File: src/rtl/mc_control_if.sv
// mc_control_if: ready-handshaked unified memory request bus between the control FSM and memory.
interface mc_control_if;
  logic mem_read;
  logic mem_write;
  logic iord;
  logic mem_ready;
  modport master (output mem_read, mem_write, iord, input mem_ready);
  modport slave (input mem_read, mem_write, iord, output mem_ready);
endinterface

File: src/rtl/mc_control.sv
// mc_control: multi-cycle RV32I control FSM (ADD/SUB, LW, SW, BEQ); define CTRL_JUMP_EN to add JAL/JALR.
module mc_control #(
  parameter int MEM_TIMEOUT = 16,
  parameter int CNT_W = 32
) (
  input  logic             clk,
  input  logic             rst_n,
  mc_control_if.master     mem,
  input  logic [31:0]      instr,
  input  logic             alu_zero,
  output logic             pc_write,
  output logic             pc_write_cond,
  output logic             ir_write,
  output logic             reg_write,
  output logic [1:0]       wb_sel,
  output logic [1:0]       alusrca,
  output logic [1:0]       alusrcb,
  output logic [1:0]       aluop,
  output logic [1:0]       pcsource,
  output logic [3:0]       state,
  output logic             illegal,
  output logic             fault,
  output logic             retire,
  output logic [CNT_W-1:0] retired
);
  localparam int TW = MEM_TIMEOUT > 1 ? $clog2(MEM_TIMEOUT) : 1;
  typedef enum logic [3:0] {
    FETCH = 4'd0, DECODE = 4'd1, MEM_ADDR = 4'd2, MEM_RD = 4'd3, MEM_WB = 4'd4, MEM_WR = 4'd5,
    EXEC_R = 4'd6, R_WB = 4'd7, BRANCH = 4'd8, JAL = 4'd9, JALR = 4'd10, TRAP = 4'd15
  } state_e;
  state_e state_q, state_d, dec_next;
  logic illegal_q, illegal_d, fault_q, fault_d;
  logic [TW-1:0] tmo_q, tmo_d;
  logic [CNT_W-1:0] retired_q, retired_d;
  logic [6:0] opc;
  logic [2:0] f3;
  logic [6:0] f7;
  logic is_r, is_mem, is_br, is_jal, is_jalr, wait_st, tmo_hit;
  logic unused;
  assign unused = ^{alu_zero, instr[24:15], instr[11:7]};
  assign opc = instr[6:0];
  assign f3 = instr[14:12];
  assign f7 = instr[31:25];
  assign is_r = opc == 7'b0110011 && f3 == 3'b000 && (f7 == 7'b0000000 || f7 == 7'b0100000);
  assign is_mem = (opc == 7'b0000011 || opc == 7'b0100011) && f3 == 3'b010;
  assign is_br = opc == 7'b1100011 && f3 == 3'b000;
`ifdef CTRL_JUMP_EN
  assign is_jal = opc == 7'b1101111;
  assign is_jalr = opc == 7'b1100111 && f3 == 3'b000;
`else
  assign is_jal = 1'b0;
  assign is_jalr = 1'b0;
`endif
  assign dec_next = is_r ? EXEC_R : is_mem ? MEM_ADDR : is_br ? BRANCH :
                    is_jal ? JAL : is_jalr ? JALR : TRAP;
  assign wait_st = state_q == FETCH || state_q == MEM_RD || state_q == MEM_WR;
  // mem_ready in the final waiting cycle still completes the access
  assign tmo_hit = MEM_TIMEOUT != 0 && wait_st && !mem.mem_ready && tmo_q == TW'(MEM_TIMEOUT - 1);
  always_comb begin
    state_d = state_q;
    illegal_d = illegal_q;
    fault_d = fault_q;
    mem.mem_read = 1'b0;
    mem.mem_write = 1'b0;
    mem.iord = 1'b0;
    pc_write = 1'b0;
    pc_write_cond = 1'b0;
    ir_write = 1'b0;
    reg_write = 1'b0;
    wb_sel = 2'b00;
    alusrca = 2'b00;
    alusrcb = 2'b00;
    aluop = 2'b00;
    pcsource = 2'b00;
    retire = 1'b0;
    if (rst_n) begin
      case (state_q)
        FETCH: begin
          mem.mem_read = 1'b1;
          alusrcb = 2'b01;
          ir_write = mem.mem_ready;
          pc_write = mem.mem_ready;
          state_d = mem.mem_ready ? DECODE : FETCH;
        end
        DECODE: begin
          alusrca = 2'b10;
          alusrcb = 2'b10;
          state_d = dec_next;
          illegal_d = illegal_q | (dec_next == TRAP);
        end
        MEM_ADDR: begin
          alusrca = 2'b01;
          alusrcb = 2'b10;
          state_d = opc[5] ? MEM_WR : MEM_RD;
        end
        MEM_RD: begin
          mem.mem_read = 1'b1;
          mem.iord = 1'b1;
          state_d = mem.mem_ready ? MEM_WB : MEM_RD;
        end
        MEM_WB: begin
          reg_write = 1'b1;
          wb_sel = 2'b01;
          retire = 1'b1;
          state_d = FETCH;
        end
        MEM_WR: begin
          mem.mem_write = 1'b1;
          mem.iord = 1'b1;
          retire = mem.mem_ready;
          state_d = mem.mem_ready ? FETCH : MEM_WR;
        end
        EXEC_R: begin
          alusrca = 2'b01;
          aluop = 2'b10;
          state_d = R_WB;
        end
        R_WB: begin
          reg_write = 1'b1;
          retire = 1'b1;
          state_d = FETCH;
        end
        BRANCH: begin
          alusrca = 2'b01;
          aluop = 2'b01;
          pc_write_cond = 1'b1;
          pcsource = 2'b01;
          retire = 1'b1;
          state_d = FETCH;
        end
        JAL: begin
          reg_write = 1'b1;
          wb_sel = 2'b10;
          pc_write = 1'b1;
          pcsource = 2'b01;
          retire = 1'b1;
          state_d = FETCH;
        end
        JALR: begin
          alusrca = 2'b01;
          alusrcb = 2'b10;
          reg_write = 1'b1;
          wb_sel = 2'b10;
          pc_write = 1'b1;
          retire = 1'b1;
          state_d = FETCH;
        end
        default: state_d = TRAP;
      endcase
      if (tmo_hit) begin
        state_d = TRAP;
        fault_d = 1'b1;
      end
    end
    tmo_d = (state_d != state_q || mem.mem_ready || !wait_st) ? '0 : tmo_q + 1'b1;
    retired_d = retired_q + CNT_W'(retire);
  end
  always_ff @(posedge clk or negedge rst_n) begin
    if (!rst_n) begin
      state_q <= FETCH;
      illegal_q <= 1'b0;
      fault_q <= 1'b0;
      tmo_q <= '0;
      retired_q <= '0;
    end else begin
      state_q <= state_d;
      illegal_q <= illegal_d;
      fault_q <= fault_d;
      tmo_q <= tmo_d;
      retired_q <= retired_d;
    end
  end
  assign state = state_q;
  assign illegal = illegal_q;
  assign fault = fault_q;
  assign retired = retired_q;
endmodule

File: src/flat_wrapper.sv
// flat-port wrapper written by rule: the top's interface ports become plain ports
module mc_control_flat 
#(
  parameter int MEM_TIMEOUT = 16,
  parameter int CNT_W = 32
)
  (clk, rst_n, instr, alu_zero, pc_write, pc_write_cond, ir_write, reg_write, wb_sel, alusrca, alusrcb, aluop, pcsource, state, illegal, fault, retire, retired, mem_mem_read, mem_mem_write, mem_iord, mem_mem_ready);
  mc_control_if mem_i ();
  input  logic clk;
  input  logic rst_n;
  input  logic [31:0] instr;
  input  logic alu_zero;
  output logic pc_write;
  output logic pc_write_cond;
  output logic ir_write;
  output logic reg_write;
  output logic [1:0] wb_sel;
  output logic [1:0] alusrca;
  output logic [1:0] alusrcb;
  output logic [1:0] aluop;
  output logic [1:0] pcsource;
  output logic [3:0] state;
  output logic illegal;
  output logic fault;
  output logic retire;
  output logic [CNT_W-1:0] retired;
  output wire logic [$bits(mem_i.mem_read)-1:0] mem_mem_read;
  output wire logic [$bits(mem_i.mem_write)-1:0] mem_mem_write;
  output wire logic [$bits(mem_i.iord)-1:0] mem_iord;
  input wire logic [$bits(mem_i.mem_ready)-1:0] mem_mem_ready;
  assign mem_mem_read = mem_i.mem_read;
  assign mem_mem_write = mem_i.mem_write;
  assign mem_iord = mem_i.iord;
  assign mem_i.mem_ready = mem_mem_ready;
  mc_control #(.MEM_TIMEOUT(MEM_TIMEOUT), .CNT_W(CNT_W)) u_core (.clk(clk), .rst_n(rst_n), .mem(mem_i), .instr(instr), .alu_zero(alu_zero), .pc_write(pc_write), .pc_write_cond(pc_write_cond), .ir_write(ir_write), .reg_write(reg_write), .wb_sel(wb_sel), .alusrca(alusrca), .alusrcb(alusrcb), .aluop(aluop), .pcsource(pcsource), .state(state), .illegal(illegal), .fault(fault), .retire(retire), .retired(retired));
endmodule
File: config.mk
export PLATFORM = sky130hd
export DESIGN_NAME = mc_control_flat
export DESIGN_NICKNAME = d
export VERILOG_FILES = /design/src/rtl/mc_control_if.sv /design/src/rtl/mc_control.sv /design/src/flat_wrapper.sv
export SDC_FILE = /design/constraint.sdc
export NUM_CORES = 1
export LEC_CHECK = 0
export ABC_AREA = 1
export CAP_MARGIN = 20
export CORE_UTILIZATION = 40
export CTS_CLUSTER_DIAMETER = 30
export DETAILED_ROUTE_END_ITERATION = 10
export PLACE_DENSITY = 0.77
export SLEW_MARGIN = 25
export SYNTH_ARGS = -nofsm -noshare
export SYNTH_HDL_FRONTEND = slang
export SYNTH_SLANG_ARGS = --single-unit
export TNS_END_PERCENT = 1
File: constraint.sdc
create_clock -name clk -period 2.1 [get_ports clk]
set_input_delay 0.42 -clock clk [delete_from_list [all_inputs] [get_ports clk]]
set_output_delay 0.42 -clock clk [all_outputs]
set_load 0.02 [all_outputs]
### Yosys cells after proc, flatten, opt, wreduce, memory -nomap -nowiden

Cells that the tools add are included.
W data, S select, Z words.

| cells by class | value |
|---|---|
| add/sub/neg operators | 2 |
| multiply operators | 0 |
| divide/modulo/power cells | 0 |
| $lt $le $gt $ge | 0 |
| equality and inequality tests | 19 |
| shift operators | 0 |
| mux-type cells | 37 |
| bitwise logic cells | 1 |
| reductions and logical operators | 27 |

Operator list:

| kind | count |
|---|---|
| $add A32 B1 Y32 | 1 |
| $pmux W4 S7 | 1 |
| $eq A7 B6 Y1 const B | 3 |
| $eq A4 B4 Y1 const B | 5 |
| $mux W4 | 5 |
| $eq A4 B3 Y1 const B | 4 |
| $mux W1 | 16 |
| $pmux W2 S2 | 4 |
| $mux W3 | 4 |
| $mux W2 | 5 |
| $eq A4 B2 Y1 const B | 2 |
| $reduce_or A2 Y1 | 4 |
| $reduce_or A4 Y1 | 2 |
| $eq A7 B2 Y1 const B | 1 |
| $eq A7 B7 Y1 const B | 1 |
| $logic_not A7 Y1 | 1 |
| $logic_and A1 B1 Y1 | 6 |
| $logic_or A1 B1 Y1 | 6 |
| $reduce_or A5 Y1 | 1 |
| $add A4 B1 Y4 const B | 1 |
| $eq A4 B1 Y1 const B | 1 |
| $logic_not A4 Y1 | 1 |
| $ne A4 B4 Y1 | 1 |
| $pmux W1 S2 | 2 |
| other kinds (6) | 8 |

| storage, ports and cells | value |
|---|---|
| bits in registers | 42 |
| bits in latches | 0 |
| RAM bits | 0 |
| memory bits (read-only) | 0 |
| input port bits | 36 |
| memories | 0 |

### Longest topological paths before layout

| logic depth | value |
|---|---|
| word-level depth | 12 |
| gate-level depth with buffers | 15 |
| mapped depth without buffers | 15 |

### Worst setup path after synthesis

Ideal clock, no wire load.

| timing | value |
|---|---|
| kind | register to register |
| start point | reg u_core.state_q[3] (netlist: u_core.state[3]) |
| end point | reg u_core.retired_q[30] (netlist: u_core.retired[30]) |
| setup time | 0.129 ns |
| data arrival time | 3.044 ns |
| required time | 1.971 ns |
| setup slack | -1.073 ns |
| stages on the path, launching flop included | 15 |
| buffers on the path | 0 |
| clock period less this slack | 3.173 ns |
| cells stage by stage | dfrtp_1 -> inv_1 -> nor2_1 -> inv_1 -> nor3_1 -> a21oi_1 -> o21ai_0 -> ha_1 -> ha_1 -> nand2_1 -> nor3_4 -> inv_1 -> nor2_1 -> nand4_1 -> xnor2_1 |

| between the ends | value |
|---|---|
| longest elaborated chain between the ends | 5 |
| elaborated cells on any way between the ends | 10 |

Ends and longest elaborated chain:

| item | line | RTL |
|---|---|---|
| start, declared | mc_control.sv:31 | `state_e state_q, state_d, dec_next;` |
| start signal, assigned | mc_control.sv:166 | `state_q <= state_d;` |
| $eq A4 B3 Y1 or $eq A4 B4 Y1 (tied branches) | mc_control.sv:77 | `case (state_q)` |
| $reduce_or A5 Y1 (no source line) | -- |  |
| $pmux W1 S2 (*) | mc_control.sv:77 |  |
| $mux W1 (*) | mc_control.sv:76 | `if (rst_n) begin` |
| named net retire | flat_wrapper.sv:25 | `output logic retire;` |
| $add A32 B1 Y32 (*) | mc_control.sv:156 | `retired_d = retired_q + CNT_W'(retire);` |
| named net u_core.retired_d[30] | mc_control.sv:34 | `logic [CNT_W-1:0] retired_q, retired_d;` |
| end signal, assigned | mc_control.sv:170 | `retired_q <= retired_d;` |
| end, declared | mc_control.sv:34 |  |

The timed path passes the listed nets; every way through them passes the cells marked *.
A chain may end at the register's enable or synchronous reset.

### Worst setup path in the final report

| timing | value |
|---|---|
| start point | reg u_core.state_q[0] (netlist: u_core.state[0]) |
| end point | reg u_core.retired_q[10] (netlist: u_core.retired[10]) |

| between the ends | value |
|---|---|
| longest elaborated chain between the ends | 5 |
| elaborated cells on any way between the ends | 10 |

Ends and longest elaborated chain:

| item | line |
|---|---|
| $eq A4 B3 Y1 or $eq A4 B4 Y1 (tied branches) | mc_control.sv:77 |
| $reduce_or A5 Y1 (no source line) | -- |
| $pmux W1 S2 (*) | mc_control.sv:77 |
| $mux W1 (*) | mc_control.sv:76 |
| $add A32 B1 Y32 (*) | mc_control.sv:156 |
| named net u_core.retired_d[10] | mc_control.sv:34 |

Marks and branches as above.

==> metrics.md <==
| Metric | Value |
|---|---|
| Most common cell after layout, fill and taps aside | `buf_4` |
| Logic gate share of total power | `47.6%` |
| Worst path arrival time | `2680 ps` |
| Max Cap Viol | `0` |
| Die height | `80.10 um` |
| Critical Path Source Type | `flip-flop` |
| VDD IR max | `0.0006415 V` |
| Final Setup Violations | `28` |
| Failing checks | `setup timing` |
| Critical Path Sink Type | `flip-flop` |
| Post-synth cell types | `36` |
| Yosys reg bits | `42` |
| Crit Path Max Fanout | `5` |
| Post-synthesis async set-or-reset flop share | `100.0%` |
| Post-DRT Antenna Nets | `0` |
| Final hold vios | `0` |
| Pwr Density | `896.0 mW/mm2` |
| Util after Layout | `67.30%` |
| Clk pwr share | `21.5%` |
| Sw Pwr | `1323 uW` |
| Power Internal | `2226 uW` |
| Worst path required time | `2290 ps` |
| CTS tree | `built` |
| Period utilisation layout | `118.4%` |
| Clk_skew | `10.03 ps` |
| Dpl cells | `493` |
| Avg Synthesized Cell Area | `7.947 um2` |
| DR pass1 iterations | `4` |
| Row Count | `28` |
| YS warnings | `0` |
| I/O Buffers | `73` |
| Synth top area share | `43.08%` |
| Dpl ws | `-412.5 ps` |
| Worst Slack Setup Final | `-385.6 ps` |
| Largest net degree at the start of global routing | `50` |
| Placer Congestion | `0.9042` |
| Final std cells w/o fill | `512` |
| Worst r2r src | `u_core.state[0]$_DFF_PN0_` |
| Reg2reg path depth | `15` |
| Syn nets | `346` |
| Worst-skew pair later-pin latency | `300 ps` |
| Max Buffers Root-to-Sink | `2` |
| Vias per cell | `5.016` |
| Post-synthesis sequential area ratio | `43.08%` |
| Sw frac | `37.27%` |
| Max-slew headroom | `61.51%` |
| Worst Tran Pin Value | `577.4 ps` |
| Initial Util | `41.45%` |
| Overall routing resource usage | `22.69%` |
| CTS Hold Bufs | `0` |
| Most frequent cells in the layout | `56 x buf_4, 55 x clkdlybuf4s50_1, 50 x nand2_1, 38 x dfrtp_1, 34 x nor2_1` |
| Cell taking the most area after synthesis | `dfrtp_1` |
| Die width | `80.10 um` |
| Core box area | `0.005886 mm2` |
| Critical path launch point | `u_core.state[0]$_DFF_PN0_` |
| Worst R2R Setup Slack | `-390 ps` |
| Layout area overhead | `62.36%` |
| Vias in the first global route | `2,475` |
| Min Tclk post-route | `2486 ps` |
| Initial DRC count | `179` |
| Flop pwr share | `30.8%` |
| I/O Pins | `92` |
| CP Class | `flip-flop to flip-flop` |
| RSZ-0062 raised after global routing | `yes` |
| First-pass GRT wire length | `11,270 um` |
| Leading post-synthesis cells by cell area | `dfrtp_1 43%, xor2_1 8.6%, nand2_1 8.5%` |
| Final WL | `7041 um` |
| CTS Buf Count | `5` |
| Setup TNS Final | `-5524 ps` |
| Mapped cell area | `0.002440 mm2` |
| DP Wirelength | `5206 um` |
| DIE AREA | `0.006416 mm2` |
| R2r endpoint | `u_core.retired[10]$_DFF_PN0_` |
| Gate Count Post-Synth | `307` |
| Hold Crit Class | `input port to async pin` |
| Nets | `475` |
| Diodes inserted | `0` |
| Outcome | `complete, but fails checks` |
| H-tree depth | `2` |
| Hold slack | `359.0 ps` |
| Root Buffer | `clkbuf_8` |
| Post-synth top flop | `dfrtp_1` |
| Post-synth EDFFs | `0` |
| Avg WL per Cell | `13.75 um` |
| Fin. max-slew vios | `0` |
| Clock slew at reported path FFs | `80 ps` |
| Total vias in the final route | `2,568` |
| Max Fclk | `402.3 MHz` |
| # DRC | `0` |
| Share of layout cells above drive strength 1 | `29.75%` |
| Aggregate global routing overflow | `0` |
| Leakage | `0.001843 uW` |
| Initial antenna violation count | `0` |
| Clock sink count | `42` |
-- area by class of cell --
cell class	count	area (um2)
clock buffers	5	68.82
clock inverters	3	68.82
fillers	459	1924
inverters	41	155.1
multi-input cells	220	1425
flip-flops and latches	42	1056
well taps	75	93.84
repair buffers	126	1094
-- cells in the mapped netlist (4+ instances only) --
cell and count:
nand3_2 4, xnor2_1 8, nand4_1 11, xor2_1 24
o21ai_0 5, nor2_1 49, nor3_1 17, nand2_1 55
a21oi_1 7, nand3_1 12, inv_1 38, dfrtp_1 42
-- worst max-delay path, cell delays in order (launching register included) --
cell and delay, ps:
dfrtp_2 430, inv_1 100, nor2_4 160, o21ai_2 100, inv_2 80, nor2_4 40, o21ai_4 190, ha_4 170
ha_4 140, nand2_4 60, nor3_4 280, nand2_2 120, buf_4 150, buf_4 120, buf_4 130, xnor2_1 110
-- metrics by stage --
| step | total power (uW) | cell area, um2 |
|---|---|---|
| after floorplan | 1753 | 2515 |
| after global placement | 2516 | 3626 |
| after detailed placement | 2556 | 3626 |
| after CTS | 3426 | 3905 |
| after global routing | 3731 | 3961 |
| final | 3549 | 3961 |
-- registers in the layout (all words and copies together) (netlist names) --
register and cells:
u_core.retired 32, u_core.state 4, u_core.illegal 1, u_core.fault 1, u_core.tmo_q 4
-- logic make-up after synthesis --
group	synth area share, %
other cells	0.1537
flops	43.08
simple gates	31.74
buf+inv	7.282
compound gates	4.718
xor+xnor	11.49
fa+ha+maj	1.539
-- power by group through the flow --
| stage | registers [uW] | logic [uW] | clock network, uW |
|---|---|---|---|
| detailed placement | 1090 | 1470 | 0 |
| global placement | 1080 | 1440 | 0 |
| CTS | 1090 | 1560 | 771 |
| floorplan | 1210 | 546 | 0 |
| global route | 1110 | 1810 | 809 |
| finish | 1090 | 1690 | 764 |
-- metal layers --
metal / share of wire, % / vias up / GRT usage, % / routed length, um
met4: 2.5 / 0 / 7.321 / 173
met2: 50 / 76 / 38.46 / 3553
met5: 0 / - / 0 / 0
met3: 4.2 / 21 / 3.636 / 297
li1: - / 1243 / - / -
met1: 43 / 1228 / 29.48 / 3016
-- how the worst max path moves through the flow --
stage                                        end  slack [ps]  cells past startpoint
finish              u_core.retired[10]$_DFF_PN0_        -390                     15
global route        u_core.retired[26]$_DFF_PN0_        -480                     14
CTS                 u_core.retired[26]$_DFF_PN0_        -320                     14
detailed placement  u_core.retired[26]$_DFF_PN0_        -410                     14
global placement    u_core.retired[22]$_DFF_PN0_        -320                     12
floorplan           u_core.retired[22]$_DFF_PN0_        -410                     15
-- repair_timing --
item | CTS | global route
endpoints found under the hold margin | 0 | 0
setup buffers | 7 | 4
endpoints found under the setup margin | 43 | 43
pin swaps | 15 | 11
gates resized for setup | 58 | 32
Note: power is estimated with default switching activity, not from simulation.
